**src/rtl/result_serializer_if.sv**
```systemverilog
// Byte-stream bus of result_serializer: wide capture input plus addressed
// byte output with a valid/ready handshake.
interface result_serializer_if #(
  parameter int NUM_BYTES = 16,
  parameter int ADDR_W    = 6
);
  logic                   load;
  logic [8*NUM_BYTES-1:0] data_in;
  logic [7:0]             out_data;
  logic [ADDR_W-1:0]      out_addr;
  logic                   out_valid;
  logic                   out_ready;
  logic                   busy;
  logic                   done;

  // master drives the capture request and consumes bytes
  modport master (
    output load, data_in, out_ready,
    input  out_data, out_addr, out_valid, busy, done
  );

  // slave is the serializer itself
  modport slave (
    input  load, data_in, out_ready,
    output out_data, out_addr, out_valid, busy, done
  );
endinterface

```
**src/rtl/result_serializer.sv**
```systemverilog
// Captures a NUM_BYTES result vector and streams it out one addressed byte per
// handshake. RESULT_SERIALIZER_CHECKSUM_EN appends an XOR checksum byte at addr NUM_BYTES.
module result_serializer #(
  parameter int NUM_BYTES = 16,
  parameter int ADDR_W    = 6
) (
  input logic               clk,
  input logic               rst,
  result_serializer_if.slave bus
);

`ifdef RESULT_SERIALIZER_CHECKSUM_EN
  typedef enum logic [1:0] {IDLE, SEND, CSUM} state_t;
`else
  typedef enum logic [1:0] {IDLE, SEND} state_t;
`endif

  state_t                        state_q, state_d;
  logic [ADDR_W-1:0]             idx_q, idx_d;
  logic [NUM_BYTES-1:0][7:0]     buf_q, buf_d;
  logic [7:0]                    byte_sel;
  logic                          hs;
  logic                          valid_q, busy_q, done_q, done_d;
  logic [7:0]                    data_q, data_d;
  logic [ADDR_W-1:0]             addr_q, addr_d;
`ifdef RESULT_SERIALIZER_CHECKSUM_EN
  logic [7:0]                    csum_q, csum_d;
`endif

  assign hs = valid_q & bus.out_ready;

  always_comb begin
    state_d  = state_q;
    idx_d    = idx_q;
    buf_d    = buf_q;
    done_d   = 1'b0;
    byte_sel = 8'h00;
`ifdef RESULT_SERIALIZER_CHECKSUM_EN
    csum_d   = csum_q;
`endif
    case (state_q)
      IDLE: if (bus.load) begin
        buf_d   = bus.data_in;
        idx_d   = '0;
        state_d = SEND;
`ifdef RESULT_SERIALIZER_CHECKSUM_EN
        csum_d  = 8'h00;
        for (int i = 0; i < NUM_BYTES; i++) csum_d = csum_d ^ bus.data_in[8*i +: 8];
`endif
      end
      SEND: if (hs) begin
        if (idx_q == ADDR_W'(NUM_BYTES-1)) begin
`ifdef RESULT_SERIALIZER_CHECKSUM_EN
          state_d = CSUM;
`else
          state_d = IDLE;
          done_d  = 1'b1;
`endif
        end else begin
          idx_d = idx_q + ADDR_W'(1);
        end
      end
`ifdef RESULT_SERIALIZER_CHECKSUM_EN
      CSUM: if (hs) begin
        state_d = IDLE;
        done_d  = 1'b1;
      end
`endif
      default: state_d = IDLE;
    endcase

    // outputs are precomputed from the next state so they leave a register
    for (int i = 0; i < NUM_BYTES; i++)
      if (idx_d == ADDR_W'(i)) byte_sel = buf_d[i];
    data_d = 8'h00;
    addr_d = '0;
    if (state_d == SEND) begin
      data_d = byte_sel;
      addr_d = idx_d;
    end
`ifdef RESULT_SERIALIZER_CHECKSUM_EN
    if (state_d == CSUM) begin
      data_d = csum_d;
      addr_d = ADDR_W'(NUM_BYTES);
    end
`endif
  end

  always_ff @(posedge clk) begin
    if (rst) begin
      state_q <= IDLE;
      idx_q   <= '0;
      buf_q   <= '0;
      valid_q <= 1'b0;
      busy_q  <= 1'b0;
      done_q  <= 1'b0;
      data_q  <= 8'h00;
      addr_q  <= '0;
`ifdef RESULT_SERIALIZER_CHECKSUM_EN
      csum_q  <= 8'h00;
`endif
    end else begin
      state_q <= state_d;
      idx_q   <= idx_d;
      buf_q   <= buf_d;
      valid_q <= (state_d != IDLE);
      busy_q  <= (state_d != IDLE);
      done_q  <= done_d;
      data_q  <= data_d;
      addr_q  <= addr_d;
`ifdef RESULT_SERIALIZER_CHECKSUM_EN
      csum_q  <= csum_d;
`endif
    end
  end

  assign bus.out_valid = valid_q;
  assign bus.busy      = busy_q;
  assign bus.done      = done_q;
  assign bus.out_data  = data_q;
  assign bus.out_addr  = addr_q;

endmodule

```
**src/flat_wrapper.sv**
```systemverilog
// flat-port wrapper written by rule: the top's interface ports become plain ports
module result_serializer_flat 
#(
  parameter int NUM_BYTES = 16,
  parameter int ADDR_W    = 6
)
  (clk, rst, bus_load, bus_data_in, bus_out_ready, bus_out_data, bus_out_addr, bus_out_valid, bus_busy, bus_done);
  result_serializer_if #(.NUM_BYTES(NUM_BYTES), .ADDR_W(ADDR_W)) bus_i ();
  input logic clk;
  input logic rst;
  input wire logic [$bits(bus_i.load)-1:0] bus_load;
  input wire logic [$bits(bus_i.data_in)-1:0] bus_data_in;
  input wire logic [$bits(bus_i.out_ready)-1:0] bus_out_ready;
  output wire logic [$bits(bus_i.out_data)-1:0] bus_out_data;
  output wire logic [$bits(bus_i.out_addr)-1:0] bus_out_addr;
  output wire logic [$bits(bus_i.out_valid)-1:0] bus_out_valid;
  output wire logic [$bits(bus_i.busy)-1:0] bus_busy;
  output wire logic [$bits(bus_i.done)-1:0] bus_done;
  assign bus_i.load = bus_load;
  assign bus_i.data_in = bus_data_in;
  assign bus_i.out_ready = bus_out_ready;
  assign bus_out_data = bus_i.out_data;
  assign bus_out_addr = bus_i.out_addr;
  assign bus_out_valid = bus_i.out_valid;
  assign bus_busy = bus_i.busy;
  assign bus_done = bus_i.done;
  result_serializer #(.NUM_BYTES(NUM_BYTES), .ADDR_W(ADDR_W)) u_core (.clk(clk), .rst(rst), .bus(bus_i));
endmodule
```
**config.mk**
```make
export PLATFORM = sky130hd
export DESIGN_NAME = result_serializer_flat
export DESIGN_NICKNAME = d
export VERILOG_FILES = /design/src/rtl/result_serializer_if.sv /design/src/rtl/result_serializer.sv /design/src/flat_wrapper.sv
export SDC_FILE = /design/constraint.sdc
export NUM_CORES = 1
export LEC_CHECK = 0
export CAP_MARGIN = 10
export CORE_MARGIN = 1.5
export CORE_UTILIZATION = 51
export DETAILED_ROUTE_END_ITERATION = 8
export GPL_TIMING_DRIVEN = 1
export PLACE_DENSITY = 0.8
export SLEW_MARGIN = 20
export SYNTH_ARGS = -nofsm -noshare
export SYNTH_HDL_FRONTEND = slang
export SYNTH_SLANG_ARGS = --single-unit
```
**constraint.sdc**
```tcl
create_clock -name clk -period 3.5 [get_ports clk]
set_input_delay 0.35 -clock clk [delete_from_list [all_inputs] [get_ports clk]]
set_output_delay 0.35 -clock clk [all_outputs]
set_load 0.005 [all_outputs]
```
**Word-level counts from Yosys, hierarchy flattened**

Cells that the tools add are included.

- $add $sub $neg: 1
- Equal/unequal tests: 18
- Multiplexer cells: 27
- Bitwise gates (word level): 4
- Reduce and logical (&&, ||, !) cells: 5

Operator list:

| kind | number |
|---|---|
| 2-to-1 mux 128 bit | 2 |
| 2-to-1 mux 8 bit | 16 |
| == test 6 x 4 -> 1 bit, second input constant | 9 |
| == test 6 x 3 -> 1 bit, second input constant | 4 |
| 2-to-1 mux 6 bit | 3 |
| == test 6 x 2 -> 1 bit, second input constant | 2 |
| case mux 6 bit (2 select lines) | 1 |
| adder 6 x 1 -> 6 bit, second input constant | 1 |
| == test 6 x 1 -> 1 bit, second input constant | 1 |
| zero test 6 bit | 1 |
| 2-to-1 mux 2 bit | 3 |
| == test 2 x 1 -> 1 bit, second input constant | 2 |
| case mux 2 bit (2 select lines) | 1 |
| inverter 1 bit | 3 |
| OR reduction 3 bit | 1 |
| zero test 2 bit | 1 |
| nonzero test 2 bit | 1 |
| OR reduction 2 bit | 1 |
| bitwise AND 1 bit | 1 |
| 2-to-1 mux 1 bit | 1 |

- Register bits: 152
- Input port bits: 132
- Output and inout bits: 17
- Word-level logic and storage cells: 77

**Depth between registers and ports, before layout**

- Word-level depth: 21
- Mapped depth: 11
- Gate-level depth less buffers: 9

**Worst setup path after synthesis**

OpenSTA, ideal clock, no wires.

- Path type: reg-to-reg
- From: register u_core.idx_q[1]
- To: register u_core.data_q[4], in the netlist u_core.bus.out_data[4]
- Library setup time: 0.114 ns
- Data arrival time: 2.793 ns
- Required time: 3.386 ns
- Path slack: 0.593 ns
- Cell stages (with the launch flop): 12
- Buffers on the path: 2
- Clock period less this slack: 2.907 ns
- Cells stage by stage: dfxtp_1 ha_1 or3b_1 buf_6 o2bb2ai_1 o211ai_4 or4_1 buf_4 nor2_1 a2111oi_1 a22o_1 a21o_1

- Word-level cells in the longest chain between the ends: 21
- Elaborated cells between the ends (all ways): 44
- Classes of those cells: add/sub: 1; eq/ne: 17; mux: 23; bitwise: 1; reduce/logical: 2

Ends and longest elaborated chain:

| element | line | source |
|---|---|---|
| start: declaration | result_serializer.sv:19 | `logic [ADDR_W-1:0] idx_q, idx_d;` |
| start signal: assignment | result_serializer.sv:104 | `idx_q <= idx_d;` |
| adder 6 x 1 -> 6 bit or == test 6 x 4 -> 1 bit (tied branches) | result_serializer.sv:60, result_serializer.sv:52 |  |
| 2-to-1 mux 6 bit | result_serializer.sv:52 | `if (idx_q == ADDR_W'(NUM_BYTES-1)) begin` |
| 2-to-1 mux 6 bit | result_serializer.sv:51 | `SEND: if (hs) begin` |
| case mux 6 bit (2 select lines) | result_serializer.sv:41 | `case (state_q)` |
| zero test 6 bit | result_serializer.sv:74 | `if (idx_d == ADDR_W'(i)) byte_sel = buf_d[i];` |
| 2-to-1 mux 8 bit (16 in series) | result_serializer.sv:74 |  |
| end signal: assignment | result_serializer.sv:109 | `data_q <= data_d;` |
| end: declaration | result_serializer.sv:24 | `logic [7:0] data_q, data_d;` |

Parallel ways exist; a longest one is shown, timed or not.
A chain may end at the register's enable or synchronous reset.

**Worst setup path in the final report**

Same ends and word-level chain as after synthesis.

==> metrics.yaml <==
yosys:
  synthDistinctLibCells: 75
  ys_warn_count: 0
  syn_area_sq_um: 6819
  synthCells: 859
  synthTopCellsByArea: "dfxtp_1, nand2_1, a21oi_1, mux2i_1, nor2_1"
  synthFlopType: "dfxtp_1"
  synth.top_cell.area_share_pct: 44.62
  synth_area_per_cell_sq_um: 7.938
  synth_nets: 992
  seq_area_frac_synth_pct: 44.62
  synth_edf_count: 0
  async_reset_ff_share_pct: 0
  synth-seq-cells: 152
  yosysTopAreaCell: "dfxtp_1"
clock_network:
  clock-sinks: 152
  clk_pin_slew_ns: 0.06
  clock_latency_ns: 0.43
  cts_max_path_buffers: 2
  cts_made_buffers: 17
  cts_tree: "yes"
  cts_max_level: 4
  cts-root-buf: "clkbuf_16"
  cts-hold-fix-buffers: 0
sta:
  maxSlewHeadroom_pct: 48.04
  fin_tns_setup_ns: 0
  fmax_mhz: 306.8
  worstMarginPinSlew_ns: 0.7794
  fin_skew_ns: 0.006046
  slew_viol_final: 0
  fin_crit_sh_pct: 93.14
  finalHoldViolations: 0
  grt_setup_unrepaired: "no"
  fin_crit_ns: 3.260
  setup_viol: 0
route:
  totalWireLength_microns: 20970
  drt_iter0_drc: 919
  num_vias: 6925
  dr.pass1.iters: 7
  ant_nets: 0
  drcViolationCount: 0
  routedWlPerCell_microns: 17.71
  viasPerCell: 5.849
die:
  io_pins: 149
  die_area_sq_um: 14070
  rows: 42
  core_sq_um: 13140
  initial_core_util_pct: 51.90
  die_x_microns: 118.6
  fp.dieH_microns: 118.6
power:
  p_total_mw: 4.235
  vdd_ir_drop_max_mv: 0.3352
  p_clk_share_pct: 46.1
  leakage_nw: 3.274
  p_sw_mw: 0.9527
  internal_power_mw: 3.282
  p_seq_share_pct: 43.7
  pwr_density_cell_nw_per_um2: 465.2
  switching_share_pct: 22.50
  p_comb_share_pct: 10.2
global_route:
  grt_max_degree: 73
  grt_pass1_vias: 6469
  grtUsageTotal_pct: 30.00
  grt_pass1_wl_microns: 32970
  antenna_found_initial: 0
  grt.overflow.total: 0
setup_path:
  required_ns: 3.83
  path_max_fanout: 9
  critPathTopFamily: "compound AO/OA/AOI/OAI gates"
  crit_path_end_kind: "flip-flop"
  rrSetupSlack_ns: 0.24
  cp.arrival_ns: 3.59
  critical_path.slowest_cell: "or3b_4"
  cp_num_buf_inv: 0
  cp-start-kind: "flip-flop"
  ff2ff_path_depth: 9
  worstSetupPathType: "flip-flop to flip-flop"
  worstReg2RegEnd: "u_core.bus.out_data[4]"
  reg2reg_from: "u_core.idx_q[1]"
  worstPathCellList: "ha_1, or3b_4, o211ai_1, o21a_1, o22ai_1, a222oi_1, o221ai_1, a22o_1, a21o_1"
  max_stage_delay_ns: 0.47
hold_path:
  whs_endpoint: "u_core.buf_q[76]"
  hold_path.class: "input pin to flip-flop"
  worstHoldStart: "rst"
  hold_depth: 2
layout:
  antenna_cells: 0
  layout_common_cells: "nand2_1, dfxtp_1, clkdlybuf4s50_1, a21oi_1, nor2_1"
  layout-drive-gt1-share_pct: 9.226
  area_growth_pct: 33.50
  final_common_cell: "nand2_1"
  nNetsFinal: 1131
place:
  io_buffers: 148
  gp_congestion: 0.9460
  place_hpwl_microns: 14810
flow_run:
  drv_cap: 0
outcome:
  status: "finished, final reports clean"
==> power groups by stage <==
stage	Sequential [mW]	Clock (mW)	Combinational, mW
after floorplan	1.87	0	0.211
after global placement	1.88	0	0.419
after detailed placement	1.89	0	0.423
after CTS	1.85	1.96	0.428
after global routing	1.86	2.04	0.468
final	1.85	1.95	0.432
==> worst reg2reg max path: cells and delay by family, from the launching register on <==
| kind | cells | cell delay [ns] |
|---|---|---|
| flops | 1 | 0.45 |
| fa+ha+maj | 1 | 0.27 |
| compound gates | 7 | 1.95 |
| simple gates | 1 | 0.47 |
==> sequential cells by signal, indices dropped and copies added (netlist names) <==
| register | flops |
|---|---|
| u_core.buf_q | 128 |
| u_core.state_q | 2 |
| u_core.bus.out_data | 8 |
| u_core.bus.out_addr | 6 |
| u_core.bus.out_valid | 1 |
| u_core.bus.done | 1 |
| u_core.idx_q | 6 |
==> routing by layer <==
layer	part of all wire, %	track usage (%)	vias to the layer above	wire, microns
met1	41	38.48	3208	8640
met5	0	0	-	0
li1	-	-	3296	-
met3	8.7	7.288	62	1815
met2	46	47.86	359	9686
met4	3.9	13.55	0	826
==> area by class of cell <==
class / count / area (sq um)
Multi-Input combinational cell: 639 / 3466
Clock inverter: 8 / 173.9
Sequential cell: 152 / 3043
Timing Repair Buffer: 183 / 1742
Clock buffer: 21 / 440.4
Tap cell: 176 / 220.2
Fill cell: 1052 / 4034
Inverter: 5 / 18.77
==> stage by stage <==
step                      cell area, sq um  setup slack, ns  utilization [%]  hold WS [ns]  std cells
after floorplan                       6819           0.5933                -        0.4311        859
after CTS                             9082           0.1691            69.13        0.1272       1183
final                                 9104           0.2401            69.30        0.1369       1184
after detailed placement              8468           0.2059            64.46        0.4467       1154
after global routing                  9104          0.06893            69.30        0.1308       1184
after global placement                8468           0.2678            64.46        0.4398       1154
==> cell usage after synthesis, drive strengths merged, types with 9 or more instances <==
library cell	number
a21oi	131
buf	9
dfxtp	152
a211oi	9
o21ai	30
o22ai	12
nand2	239
a22oi	12
mux2i	23
o211ai	11
clkbuf	54
nor2	54
==> how the worst max path moves through the flow <==
stage	cells after the start	endpoint	start
after floorplan	11	u_core.bus.out_data[4]	u_core.idx_q[1]
after global placement	9	u_core.bus.out_data[5]	bus_out_ready
after detailed placement	9	u_core.bus.out_data[0]	u_core.idx_q[1]
after CTS	9	u_core.bus.out_data[0]	u_core.idx_q[1]
after global routing	9	u_core.bus.out_data[0]	u_core.idx_q[1]
final	9	u_core.bus.out_data[4]	u_core.idx_q[1]
==> cells by family after synthesis <==
group	Yosys count	share of synthesized area (%)
AO/OA/AOI/OAI	263	24.33
adder cells (fa/ha/maj)	1	0.1835
buffers and inverters	68	4.862
flip-flops	152	44.62
multiplexers	31	4.697
other	1	0.05499
AND/OR/NAND/NOR	343	21.25
==> repair_timing <==
action / CTS / global route
buffers inserted: 0 / 1
gates resized for setup: 0 / 3
setup endpoints to repair: 0 / 4
Note: power is estimated with default switching activity, not from simulation.
==> variant 1, RTL diff (same flow settings) <==
`buf_q`, `data_q` and `addr_q` no longer have a reset.
--- a/src/rtl/result_serializer.sv
+++ b/src/rtl/result_serializer.sv
@@ -90,28 +90,28 @@
     if (rst) begin
       state_q <= IDLE;
       idx_q   <= '0;
-      buf_q   <= '0;
       valid_q <= 1'b0;
       busy_q  <= 1'b0;
       done_q  <= 1'b0;
-      data_q  <= 8'h00;
-      addr_q  <= '0;
 `ifdef RESULT_SERIALIZER_CHECKSUM_EN
       csum_q  <= 8'h00;
 `endif
     end else begin
       state_q <= state_d;
       idx_q   <= idx_d;
-      buf_q   <= buf_d;
       valid_q <= (state_d != IDLE);
       busy_q  <= (state_d != IDLE);
       done_q  <= done_d;
-      data_q  <= data_d;
-      addr_q  <= addr_d;
 `ifdef RESULT_SERIALIZER_CHECKSUM_EN
       csum_q  <= csum_d;
 `endif
     end
+  end
+
+  always_ff @(posedge clk) begin
+    buf_q  <= buf_d;
+    data_q <= data_d;
+    addr_q <= addr_d;
   end
 
   assign bus.out_valid = valid_q;
Check against the original RTL: not equivalent (a bounded check fails within 4 cycles, from zero or initial values and one cycle with rst high).
==> variant 1 against the unedited design <==
- setup slack improved by 0.17 ns
- critical path depth increased by 1
- synthesized area fell by 4.1%
- via count is 7.9% lower
- sequential share of layout area grew 1.1 points
- non-clock buffer count shrank 11
- design area is 3.2% lower
- power up 6.3%
- combinational power is 56% higher
- sequential power up 11%
- count of clock-buffer cells in the layout down 1
- sequential cell count is the same
- routed wire length shrank 9.8%
- critical path type unchanged
==> variant 1: results (changes against the unedited design) <==
Detailed routing
The first-pass detailed-route iteration total is 5 (was 7). The aggregate routed wire length was 18.9 mm (was 21.0 mm).

STA
The clock skew is 0.00609 ns (was 0.00605 ns). The upper clock frequency limit is 324 MHz (was 307 MHz). The transition at the pin with the smallest max-transition slack came to 0.640 ns (was 0.779 ns).

Synthesis
Top area cells in the synthesized netlist: sky130_fd_sc_hd__dfxtp_1 (47%), sky130_fd_sc_hd__nand2_1 (21%), sky130_fd_sc_hd__nor2_1 (3.2%) (was sky130_fd_sc_hd__dfxtp_1 (45%), sky130_fd_sc_hd__nand2_1 (13%), sky130_fd_sc_hd__a21oi_1 (9.6%)). The share of synthesized area occupied by flip-flops and latches is 0.466 (was 0.446). The post-synthesis net count is 995 (was 992).

The multiplexer area fraction after synthesis came to 0.0366 (was 0.0470). The adder and majority cell fraction of the synthesized area was 0.00191 (was 0.00183). The post-synthesis compound-gate area fraction is 0.131 (was 0.243). Most instantiated cells after synthesis: sky130_fd_sc_hd__nand2_1 (370), sky130_fd_sc_hd__dfxtp_1 (152), sky130_fd_sc_hd__nor2_1 (56), sky130_fd_sc_hd__o21ai_0 (30) (was sky130_fd_sc_hd__nand2_1 (239), sky130_fd_sc_hd__dfxtp_1 (152), sky130_fd_sc_hd__a21oi_1 (131), sky130_fd_sc_hd__nor2_1 (51), sky130_fd_sc_hd__clkbuf_1 (49)). The count of different cell masters after synthesis was 69 (was 75).

Worst setup path
The slowest cell on the critical path is sky130_fd_sc_hd__and3_1 (was sky130_fd_sc_hd__or3b_4). The family of cells with the greatest summed delay on the critical path was simple AND/OR/NAND/NOR gates (was compound AO/OA/AOI/OAI gates). The signal arrival time at the worst endpoint was 3.44 ns (was 3.59 ns). The maximum single-stage delay on the critical path is 0.44 ns (was 0.47 ns).

Status
Status: finished, final reports clean (unchanged).

Global routing
The pin count of the biggest net entering global routing is 77 (was 73). The number of global-route vias before repair is 5748 (was 6469).

Final layout
The core occupancy in the finished layout is 0.701 (was 0.693). The share of layout cells above drive strength 1 was 0.0800 (was 0.0923). The number of flip-flops and latches came to 152 (unchanged).

The fraction of area in clock buffers and inverters is 0.0647 (was 0.0675). The multi-input logic cell count came to 644 (was 639).

Placed design
The post-place instance area came to 8240 um^2 (was 8470 um^2). The setup slack at placement was 0.215 ns (was 0.206 ns).

Power
The standby leakage power came to 0.00392 uW (was 0.00327 uW). The design internal power is 3360 uW (was 3280 uW). The power of the sequential group came to 2050 uW (was 1850 uW). The total clock network power is 1780 uW (was 1950 uW).

Die
The horizontal extent of the die is 116 um (was 119 um).
[variant 1: worst min path at each step]
stage                                   from                  endpoint  slack [ns]
global placement    u_core.buf_q[41]$_DFF_P_  u_core.buf_q[41]$_DFF_P_        0.43
floorplan            u_core.buf_q[1]$_DFF_P_   u_core.buf_q[1]$_DFF_P_        0.41
CTS                          bus_data_in[47]  u_core.buf_q[47]$_DFF_P_        0.44
finish              u_core.buf_q[15]$_DFF_P_  u_core.buf_q[15]$_DFF_P_        0.44
detailed placement   u_core.buf_q[6]$_DFF_P_   u_core.buf_q[6]$_DFF_P_        0.43
global route        u_core.buf_q[84]$_DFF_P_  u_core.buf_q[84]$_DFF_P_        0.46
[variant 1: metal layers]
metal	global-route usage	part of all wire	routed length (um)
met2	0.455	0.45	8570
met4	0.0894	0.015	287
met5	0	0	0
met1	0.393	0.45	8510
met3	0.0654	0.082	1550
==> variant 2, RTL diff (same settings) <==
Made on the original files. The option `RESULT_SERIALIZER_CHECKSUM_EN` is turned on by a define.
--- a/src/rtl/result_serializer.sv
+++ b/src/rtl/result_serializer.sv
@@ -1,5 +1,7 @@
 // Captures a NUM_BYTES result vector and streams it out one addressed byte per
 // handshake. RESULT_SERIALIZER_CHECKSUM_EN appends an XOR checksum byte at addr NUM_BYTES.
+`define RESULT_SERIALIZER_CHECKSUM_EN
+
 module result_serializer #(
   parameter int NUM_BYTES = 16,
   parameter int ADDR_W    = 6
Function: no difference found for any inputs over 10 cycles, from zero or initial values and one cycle with rst high; that may be too few to reach the edited logic, so the function may still have changed.
==> variant 2 against the unedited design <==
- die area up 19%
- final cell count up 4.7%
- non-clock buffer count shrank 19
- worst hold slack better by 0.30 ns
- global-route usage down 1.4 points
- synthesized area grew 19%
- sequential cell count up 8
- setup slack gained 0.20 ns
- design area up 14%
- routed wire length is 11% higher
- clock skew down 0.0013 ns
Power is not compared: it rests on default switching activity, and its combinational part moved more than twofold at a synthesized area within 25%.
==> variant 2: results (changes against the unedited design) <==
Status
Status: finished, final reports clean (unchanged).

Worst setup path
The maximum single-stage delay on the critical path is 0.57 ns (was 0.47 ns). The slowest cell on the critical path is sky130_fd_sc_hd__dfxtp_1 (was sky130_fd_sc_hd__or3b_4). The startpoint of the lowest-slack register-to-register path was u_core.idx_q[0]$_SDFF_PP0_ (was u_core.idx_q[1]$_SDFF_PP0_).

Synthesis
Most instantiated cells after synthesis: sky130_fd_sc_hd__dfxtp_1 (160), sky130_fd_sc_hd__nor2_1 (159), sky130_fd_sc_hd__mux2i_1 (124), sky130_fd_sc_hd__xnor2_1 (105), sky130_fd_sc_hd__nand2_1 (51) (was sky130_fd_sc_hd__nand2_1 (239), sky130_fd_sc_hd__dfxtp_1 (152), sky130_fd_sc_hd__a21oi_1 (131), sky130_fd_sc_hd__nor2_1 (51), sky130_fd_sc_hd__clkbuf_1 (49)). The multiplexer area fraction after synthesis is 0.164 (was 0.0470). The post-synthesis area per instance is 9.16 um^2 (was 7.94 um^2). The post-synthesis net count was 1019 (was 992). The adder and majority cell fraction of the synthesized area was 0.00154 (was 0.00183). The post-synthesis compound-gate area fraction is 0.130 (was 0.243).

Detailed routing
The aggregate routed wire length is 23.2 mm (was 21.0 mm). The starting DRC count in detailed routing is 525 (was 919). The average detailed-routed wire length per instance is 18.7 um (was 17.7 um).

The detailed route wirelength on metal2 is 11.5 mm (was 9.69 mm). The first-pass detailed-route iteration total is 5 (was 7). The length of routed wiring on met1 is 9.55 mm (was 8.64 mm).

Hold path
The hold-critical path depth is 3 (was 2).

Global routing
The met1 track utilization from global routing is 0.338 (was 0.385). The total global routing track utilization is 0.286 (was 0.300).

Final layout
The share of layout cells above drive strength 1 is 0.0680 (was 0.0923).

Placed design
The setup slack at placement came to 0.401 ns (was 0.206 ns). The post-place instance area is 9760 um^2 (was 8470 um^2). The placer's final routability congestion estimate came to 0.904 (was 0.946). The half-perimeter wire length after detailed placement was 16.9 mm (was 14.8 mm).

STA
The clock skew is 0.00471 ns (was 0.00605 ns).
## variant 2: cell types whose count changed after synthesis, moves of 22 or more
cell	unedited run	this run
sky130_fd_sc_hd__nand2_1	239	51
sky130_fd_sc_hd__nor2_1	51	159
sky130_fd_sc_hd__xnor2_1	0	105
sky130_fd_sc_hd__mux2i_1	23	124
sky130_fd_sc_hd__a21oi_1	131	32
sky130_fd_sc_hd__clkbuf_1	49	20
sky130_fd_sc_hd__buf_2	3	25
## variant 2: worst paths after layout
| kind | end | slack, ns |
|---|---|---|
| min reg2reg | u_core.buf_q[59]$_SDFF_PP0_ | 0.46 |
| min | u_core.bus.out_addr[0]$_SDFF_PP0_ | 0.44 |
| max | u_core.bus.out_data[0]$_SDFF_PP0_ | 0.44 |
| max reg2reg | u_core.bus.out_data[0]$_SDFF_PP0_ | 0.44 |
## variant 2: layout make-up
| class | instances | share of cell area |
|---|---|---|
| clock inverter | 10 | 0.0153 |
| clock buffer | 21 | 0.0444 |
| tap | 211 | 0.0254 |
| sequential | 160 | 0.309 |
| inverter | 4 | 0.00145 |
| multi-input combinational | 670 | 0.448 |
| timing repair buffer | 164 | 0.156 |
## variant 2: worst register-to-register path, cell delays in order (launching register included)
cell and delay [ns]:
sky130_fd_sc_hd__dfxtp_1 0.57, sky130_fd_sc_hd__ha_1 0.31, sky130_fd_sc_hd__nand3_1 0.15, sky130_fd_sc_hd__o311ai_0 0.35, sky130_fd_sc_hd__o41a_2 0.33, sky130_fd_sc_hd__and4b_1 0.43
sky130_fd_sc_hd__nand2_1 0.29, sky130_fd_sc_hd__o211ai_1 0.30, sky130_fd_sc_hd__a21oi_1 0.09, sky130_fd_sc_hd__o211ai_1 0.17
